==> src/rtl/stepper_motion_profile.sv <==
// Trapezoidal step-pulse generator: ramps the step period from START_PERIOD down to
// MIN_PERIOD and back so the move ends at the same slow rate it started from.
module stepper_motion_profile #(
  parameter int PERIOD_W     = 20,
  parameter int COUNT_W      = 16,
  parameter int START_PERIOD = 50000,
  parameter int MIN_PERIOD   = 5000,
  parameter int ACCEL_STEP   = 500
) (
  input  logic               clk,
  input  logic               reset,
  input  logic               cmd_valid,
  output logic               cmd_ready,
  input  logic [COUNT_W-1:0] cmd_steps,
  input  logic               cmd_dir,
  input  logic               abort,
  output logic               step,
  output logic               direction,
  output logic               motor_enable,
  output logic               busy,
  output logic               done,
  output logic [COUNT_W-1:0] steps_remaining
);

  typedef enum logic [1:0] {IDLE, RUN, STOP} state_t;

  localparam logic [PERIOD_W:0] START_X = (PERIOD_W+1)'(START_PERIOD);
  localparam logic [PERIOD_W:0] MIN_X   = (PERIOD_W+1)'(MIN_PERIOD);
  localparam logic [PERIOD_W:0] ACC_X   = (PERIOD_W+1)'(ACCEL_STEP);

  state_t              state_q, state_d;
  logic [PERIOD_W-1:0] period_q, period_d, timer_q, timer_d;
  logic [COUNT_W-1:0]  rem_q, rem_d, ramp_q, ramp_d, r;
  logic                dir_q, dir_d, en_q, en_d, step_q, step_d;
  logic                done_q, done_d, busy_q, busy_d;
  logic [PERIOD_W:0]   p_up, p_dn;
  logic [PERIOD_W-1:0] p_up_sat, p_dn_sat;

  // One extra bit so saturation compares never see a wrapped sum/difference
  assign p_up     = {1'b0, period_q} + ACC_X;
  assign p_dn     = {1'b0, period_q} - ACC_X;
  assign p_up_sat = (p_up > START_X) ? START_X[PERIOD_W-1:0] : p_up[PERIOD_W-1:0];
  assign p_dn_sat = (p_dn[PERIOD_W] || p_dn < MIN_X) ? MIN_X[PERIOD_W-1:0] : p_dn[PERIOD_W-1:0];
  assign r        = rem_q - COUNT_W'(1);

  always_comb begin
    state_d  = state_q;
    period_d = period_q;
    timer_d  = timer_q;
    rem_d    = rem_q;
    ramp_d   = ramp_q;
    dir_d    = dir_q;
    en_d     = en_q;
    step_d   = 1'b0;
    case (state_q)
      IDLE: if (cmd_valid) begin
        dir_d = cmd_dir;
        if (cmd_steps != '0) begin
          state_d  = RUN;
          en_d     = 1'b1;
          period_d = START_X[PERIOD_W-1:0];
          timer_d  = START_X[PERIOD_W-1:0] - PERIOD_W'(1);
          rem_d    = cmd_steps;
          ramp_d   = '0;
        end else begin
          state_d = STOP;
        end
      end
      RUN: begin
        // Final step was issued last cycle; STOP now so done trails that step
        if (rem_q == '0) begin
          state_d = STOP;
        end else if (timer_q == '0) begin
          step_d = 1'b1;
          if (r == '0) begin
            period_d = period_q;
          end else if (r <= ramp_q) begin
            period_d = p_up_sat;
            ramp_d   = (ramp_q == '0) ? '0 : ramp_q - COUNT_W'(1);
          end else if ({1'b0, period_q} > MIN_X) begin
            period_d = p_dn_sat;
            ramp_d   = ramp_q + COUNT_W'(1);
          end
          rem_d   = r;
          timer_d = period_d - PERIOD_W'(1);
          if (abort) rem_d = (r < ramp_d) ? r : ramp_d;
        end else begin
          timer_d = timer_q - PERIOD_W'(1);
          if (abort) begin
            rem_d = (rem_q < ramp_q) ? rem_q : ramp_q;
            if (rem_d == '0) state_d = STOP;
          end
        end
      end
      STOP: begin
        state_d = IDLE;
        en_d    = 1'b0;
        ramp_d  = '0;
      end
      default: state_d = IDLE;
    endcase
    done_d = (state_d == STOP);
    busy_d = (state_d != IDLE);
  end

  always_ff @(posedge clk) begin
    if (reset) begin
      state_q  <= IDLE;
      period_q <= '0;
      timer_q  <= '0;
      rem_q    <= '0;
      ramp_q   <= '0;
      dir_q    <= 1'b0;
      en_q     <= 1'b0;
      step_q   <= 1'b0;
      done_q   <= 1'b0;
      busy_q   <= 1'b0;
    end else begin
      state_q  <= state_d;
      period_q <= period_d;
      timer_q  <= timer_d;
      rem_q    <= rem_d;
      ramp_q   <= ramp_d;
      dir_q    <= dir_d;
      en_q     <= en_d;
      step_q   <= step_d;
      done_q   <= done_d;
      busy_q   <= busy_d;
    end
  end

  assign cmd_ready       = (state_q == IDLE);
  assign step            = step_q;
  assign direction       = dir_q;
  assign motor_enable    = en_q;
  assign busy            = busy_q;
  assign done            = done_q;
  assign steps_remaining = rem_q;

endmodule

==> config.mk <==
export PLATFORM = sky130hd
export DESIGN_NAME = stepper_motion_profile
export DESIGN_NICKNAME = d
export VERILOG_FILES = /design/src/rtl/stepper_motion_profile.sv
export SDC_FILE = /design/constraint.sdc
export NUM_CORES = 1
export LEC_CHECK = 0
export ABC_CLOCK_PERIOD_IN_PS = 7500
export CORE_MARGIN = 2
export CORE_UTILIZATION = 35
export CTS_CLUSTER_DIAMETER = 50
export DETAILED_ROUTE_END_ITERATION = 10
export PLACE_DENSITY = 0.58
export SYNTH_ARGS = -nofsm -noshare
export SYNTH_HDL_FRONTEND = slang
export SYNTH_SLANG_ARGS = --single-unit
==> constraint.sdc <==
create_clock -name clk -period 7.5 [get_ports clk]
set_clock_uncertainty 0.2 [all_clocks]
set_input_delay 0.75 -clock clk [delete_from_list [all_inputs] [get_ports clk]]
set_output_delay 0.75 -clock clk [all_outputs]
set_load 0.05 [all_outputs]
Word level (Yosys, flattened, before mapping)
Cells that the tools add are included.
{"block": "word_totals", "ramBits": 0, "romBits": 0, "reg_bits": 79, "in_bits": 21, "mem_count": 0, "elab_cells": 101, "out_inout_bits": 22, "latchBits": 0}
{"block": "classes", "shifts": 0, "n_eq_ne": 8, "mux": 50, "div": 0, "mul": 0, "bitwise_logic": 1, "n_reduce_logical": 19, "n_addsub": 7, "n_lt_le_gt_ge": 6}
{"cell": "2-to-1 mux 20 bit", "count": 16}
{"cell": "2-to-1 mux 16 bit", "count": 19}
{"cell": "case mux 20 bit (2 select lines)", "count": 2}
{"cell": "logical NOT 16 bit", "count": 4}
{"cell": "case mux 16 bit (3 select lines)", "count": 1}
{"cell": "subtractor 20 x 1 -> 20 bit (second input constant)", "count": 2}
{"cell": "< comparator 16 bit", "count": 2}
{"cell": "case mux 16 bit (2 select lines)", "count": 1}
{"cell": "subtractor 16 x 1 -> 16 bit (second input constant)", "count": 2}
{"cell": "adder 20 x 9 -> 21 bit (second input constant)", "count": 1}
{"cell": "> comparator 21 x 16 -> 1 bit (second input constant)", "count": 1}
{"cell": "< comparator 21 x 13 -> 1 bit (second input constant)", "count": 1}
{"cell": "subtractor 20 x 9 -> 21 bit (second input constant)", "count": 1}
{"cell": "> comparator 20 x 13 -> 1 bit (second input constant)", "count": 1}
{"cell": "logical NOT 20 bit", "count": 1}
{"cell": "adder 16 x 1 -> 16 bit (second input constant)", "count": 1}
{"cell": "less-or-equal comparator 16 bit", "count": 1}
{"cell": "nonzero test 16 bit", "count": 1}
{"cell": "AND reduction 5 bit", "count": 3}
{"cell": "2-to-1 mux 2 bit", "count": 6}
{"cell": "inequality test 2 bit (second input constant)", "count": 3}
{"cell": "nonzero test 2 bit", "count": 3}
{"cell": "equality test 2 bit (second input constant)", "count": 2}
{"cell": "case mux 2 bit (2 select lines)", "count": 1}
{"cell": "other kinds (13)", "count": 15}

Depth between registers and ports, before layout
{"block": "logic_depth", "depth_word": 14, "ltp_mapped": 32, "ltp_nobuf": 28}

Least setup slack after synthesis
No wires, ideal clock.
{"block": "synth_timing", "kind": "register to register", "from": "register rem_q[0] (netlist: steps_remaining[0])", "to": "register rem_q[9] (netlist: steps_remaining[9])", "path_buffers": 5, "stages_incl_launch_ff": 32, "setup_ps": 70, "setup_slack_ps": 992, "period_less_slack_ps": 6508, "arrival_time_ps": 6238, "required_ps": 7230, "path_cell_list": "dfxtp_1 inv_1 ha_1 nor3b_2 and2_1 clkbuf_1 nand2_1 xnor2_1 ha_1 nand4_1 or4_1 o21ai_0 buf_2 buf_1 clkbuf_1 nor2_1 a311oi_1 a21oi_1 inv_1 ha_1 a21o_1 a21oi_1 nor2b_1 o21ai_0 nand2b_1 a21oi_1 o21ai_0 a211oi_1 o21a_1 buf_2 a21oi_1 a21oi_1"}
{"block": "synth_via", "elab_chain_cells": 13, "word_cells_on_any_way": 20, "classes_between": "add/sub: 1; order compare: 3; eq/ne: 1; mux: 12; reduce/logical: 3"}
{"element": "from (decl)", "line": "33", "source": "logic [COUNT_W-1:0] rem_q, rem_d, ramp_q, ramp_d, r;"}
{"element": "from (signal assigned)", "line": "122", "source": "rem_q <= rem_d;"}
{"element": "subtractor 16 x 1 -> 16 bit", "line": "44", "source": "assign r = rem_q - COUNT_W'(1);"}
{"element": "less-or-equal comparator 16 bit", "line": "77", "source": "end else if (r <= ramp_q) begin"}
{"element": "2-to-1 mux 16 bit", "line": "77"}
{"element": "2-to-1 mux 16 bit", "line": "75", "source": "if (r == '0) begin"}
{"element": "2-to-1 mux 16 bit", "line": "73", "source": "end else if (timer_q == '0) begin"}
{"element": "2-to-1 mux 16 bit", "line": "71", "source": "if (rem_q == '0) begin"}
{"element": "2-to-1 mux 16 bit", "line": "55", "source": "case (state_q)"}
{"element": "< comparator 16 bit", "line": "86", "source": "if (abort) rem_d = (r < ramp_d) ? r : ramp_d;"}
{"element": "2-to-1 mux 16 bit (2 in a row)", "line": "86"}
{"element": "2-to-1 mux 16 bit", "line": "73"}
{"element": "2-to-1 mux 16 bit", "line": "71"}
{"element": "case mux 16 bit (2 select lines)", "line": "55"}
Several ways; a longest one is shown, not always the timed one. The select of a mux whose other input is x is not followed.
A chain may end at the register's enable or synchronous reset.

Final worst setup path
{"block": "layout_timing", "from": "register rem_q[0] (netlist: steps_remaining[0])", "to": "register rem_q[13] (netlist: steps_remaining[13])"}
The elaborated chain is that of the path after synthesis.

==> metrics <==
Die Ht between 150 and 200 um; total negative slack 0 ns; Worst Setup Slack, final roughly 0.67 ns; CP bufs+invs 4; nature of the critical path startpoint flip-flop; Net Switching ~1.5 mW; clock sinks 79; relative slew slack 0.271; simple-gate share of the synthesized area 0.263; final std cells w/o fill between 1000 and 1500; # DRC 0; sequential area share after synthesis 0.194; fin area 9200 sq um; port bufs 42; Comb pwr share 0.642; pin count of the biggest net entering global routing 50; Power per Cell Area 319 nW/um^2; fin crit share 0.911; clk_lat worst skew about 0.35 ns; number of synthesized flops with an enable pin 0; core area around 23000 sq um; FFs w/ async S/R, synth 0; main combinational cell family by area after synthesis compound AO/OA/AOI/OAI gates; CTS tree yes; DR iter-0 viols between 1000 and 1500; layout cells sized above 1 0.0743; ANT cells 0; area grow syn2layout 12.8%; Synth Cell Area around 8200 sq um; Post-Synth XOR/XNOR Area 0.0365; Post-Place Cells approximately 1400; outcome completed; Slew Limit Fails 0; Place WS 0.695 ns; Root Buffer clkbuf_16; Clock power frac 0.160; register share of total power 0.199; Vias between 9000 and 10000; critical path arrival around 7 ns; Mean Syn Cell Area slightly above 7 sq um; nets about 1200; Synth Area in Adders 0.0859; gpl congestion about 0.94; remaining global-route overflow 0; Slew @ Worst Pin ~1.1 ns; Mapped Cells ~1100; Bufs on Longest Clock Path 2; maximum vdd ir drop between 0.0001 and 0.00015 V; RSZ-0062 raised after global routing no; crit-path leading delay family simple AND/OR/NAND/NOR gates; Setup violations, final 0; CTS buffer count 9; P_leak ~3.3 nW; Critical Path RT between 7 and 8 ns; first-pass GRT wire length between 40 and 50 mm; ANT nets after route 0; initial antenna violation count 0; final hold vios 0; kind of critical path reg -> reg; initial core utilization 0.358; Post-Syn Nets around 1200; mux cell area share after synthesis 0.0333; CP max stage delay about 0.71 ns; Synth Warn # 0; vias per cell 6.32; WL final about 32 mm; CP Capture Type flip-flop; htree depth 3; R2R Setup Slk approximately 0.67 ns; DR WL/cell 21.9 um; maxcap violations 0; Placed Area 8890 sq um; Setup Buffers After CTS 0; I/O pins 43; top_reg_cell synth dfxtp_1; CTS clock-pin slew for the worst setup and hold paths approximately 0.070 ns; synthesized flop and latch total 79; GR Util All Layers 0.259; critical path fanouts, max 14; Int Pwr around 1.4 mW; Hold Path Class reg -> reg; die width around 160 um; dpl hpwl 23.7 mm; Pre-antenna DRT Iters 5; Die ar. 24500 sq um; floorplan row count 55; Slowest-stage cell, CP or4_1; Max Fclk about 150 MHz; compound-cell area share of the yosys netlist 0.320; Net Sw Frac 0.519; Synth cell types 89; fin crit period between 6 and 7 ns; vias in the first global route 8265
## final cells by class
class | count | area, sq um
clock inverters | 4 | 55.1
inverters | 52 | 195
repair buffers | 76 | 671
clock buffers | 11 | 243
fillers | 2351 | 13600
flip-flops and latches | 79 | 1580
multi-input cells | 922 | 6060
well taps | 313 | 392
## tightest hold or removal path: stages (launching register included)
cell and delay [ns]:
dfxtp_1 0.31, nand2_1 0.05, a21oi_1 0.05
## kinds of logic (layout without fill, tap and decap cells)
| kind of cell | Yosys count | count (layout) |
|---|---|---|
| compound gates | 400 | 400 |
| buf+inv | 134 | 143 |
| simple gates | 405 | 405 |
| xor+xnor | 34 | 34 |
| mux | 27 | 27 |
| fa+ha+maj | 56 | 56 |
| flops | 79 | 79 |
## registers in the layout (all words and copies together), names as in the netlist
register	count
step	1
motor_enable	1
direction	1
busy	1
timer_q	20
ramp_q	16
steps_remaining	16
period_q	20
done	1
state_q	2
## routing by layer
metal,part of all wire,up-vias,GRT usage,routed length (um)
met5,0,-,0,0
met4,0.019,0,0.0738,596
met3,0.095,34,0.0382,3040
met2,0.42,471,0.373,13400
met1,0.47,4419,0.394,15000
li1,-,4285,-,-
## per-stage QoR
step	power, mW	hold slack (ns)	util
6_report	2.94	0.263	0.404
5_1_grt	3.11	0.294	0.404
4_1_cts	2.89	0.267	0.403
3_5_place_dp	2.41	0.255	0.390
3_3_place_gp	2.42	0.252	0.390
2_1_floorplan	1.88	0.249	-
## cell usage after synthesis (24+ instances only)
cell      count  share of area
a21oi_1     119          0.073
nor2_1      117          0.054
o21ai_0      88          0.054
dfxtp_1      79           0.19
clkbuf_1     65          0.030
nand2_1      64          0.029
ha_1         56          0.086
inv_1        52          0.024
nand3_1      43          0.026
a22oi_1      34          0.031
nor3_1       30          0.018
mux2i_1      26          0.032
nand4_1      25          0.019
nor4_1       24          0.018
## final timing paths
check,start,to,cells after the start
hold reg to reg,direction,direction,2
setup / recovery,steps_remaining[0],steps_remaining[13],26
setup reg to reg,steps_remaining[0],steps_remaining[13],26
hold / removal,direction,direction,2
## repair_timing
action | in CTS | in global routing
gates resized for setup | 0 | 1
hold buffers | 0 | 0
endpoints found under the setup margin | 0 | 1
## power groups by stage
stage | Clock, mW | Combinational, mW | Sequential, mW
6_report | 0.469 | 1.88 | 0.583
5_1_grt | 0.489 | 2.04 | 0.589
4_1_cts | 0.477 | 1.83 | 0.578
3_5_place_dp | 0 | 1.82 | 0.586
3_3_place_gp | 0 | 1.83 | 0.585
2_1_floorplan | 0 | 1.28 | 0.596
## placed cells by master (no fill, tap or decap), types with 5 or more instances in the layout
cell type        count
a21oi_1            118
nor2_1             116
o21ai_0             87
dfxtp_1             79
nand2_1             64
ha_1                56
inv_1               52
nand3_1             43
clkdlybuf4s50_1     41
a22oi_1             34
buf_4               34
nor3_1              29
mux2i_1             26
nand4_1             25
nor4_1              24
or3_1               18
a31oi_1             18
xnor2_1             18
xor2_1              16
o31ai_1             15
o21a_1              13
a211oi_1            12
o211ai_1            12
or4_1               11
and3_1              11
nand2b_1             9
and2_1               9
clkbuf_16            9
nor2b_1              8
a21o_1               8
a221oi_1             6
o2bb2ai_1            5
or2_2                5
o21ai_1              5
No activity file was read; power rests on OpenSTA's default activity.
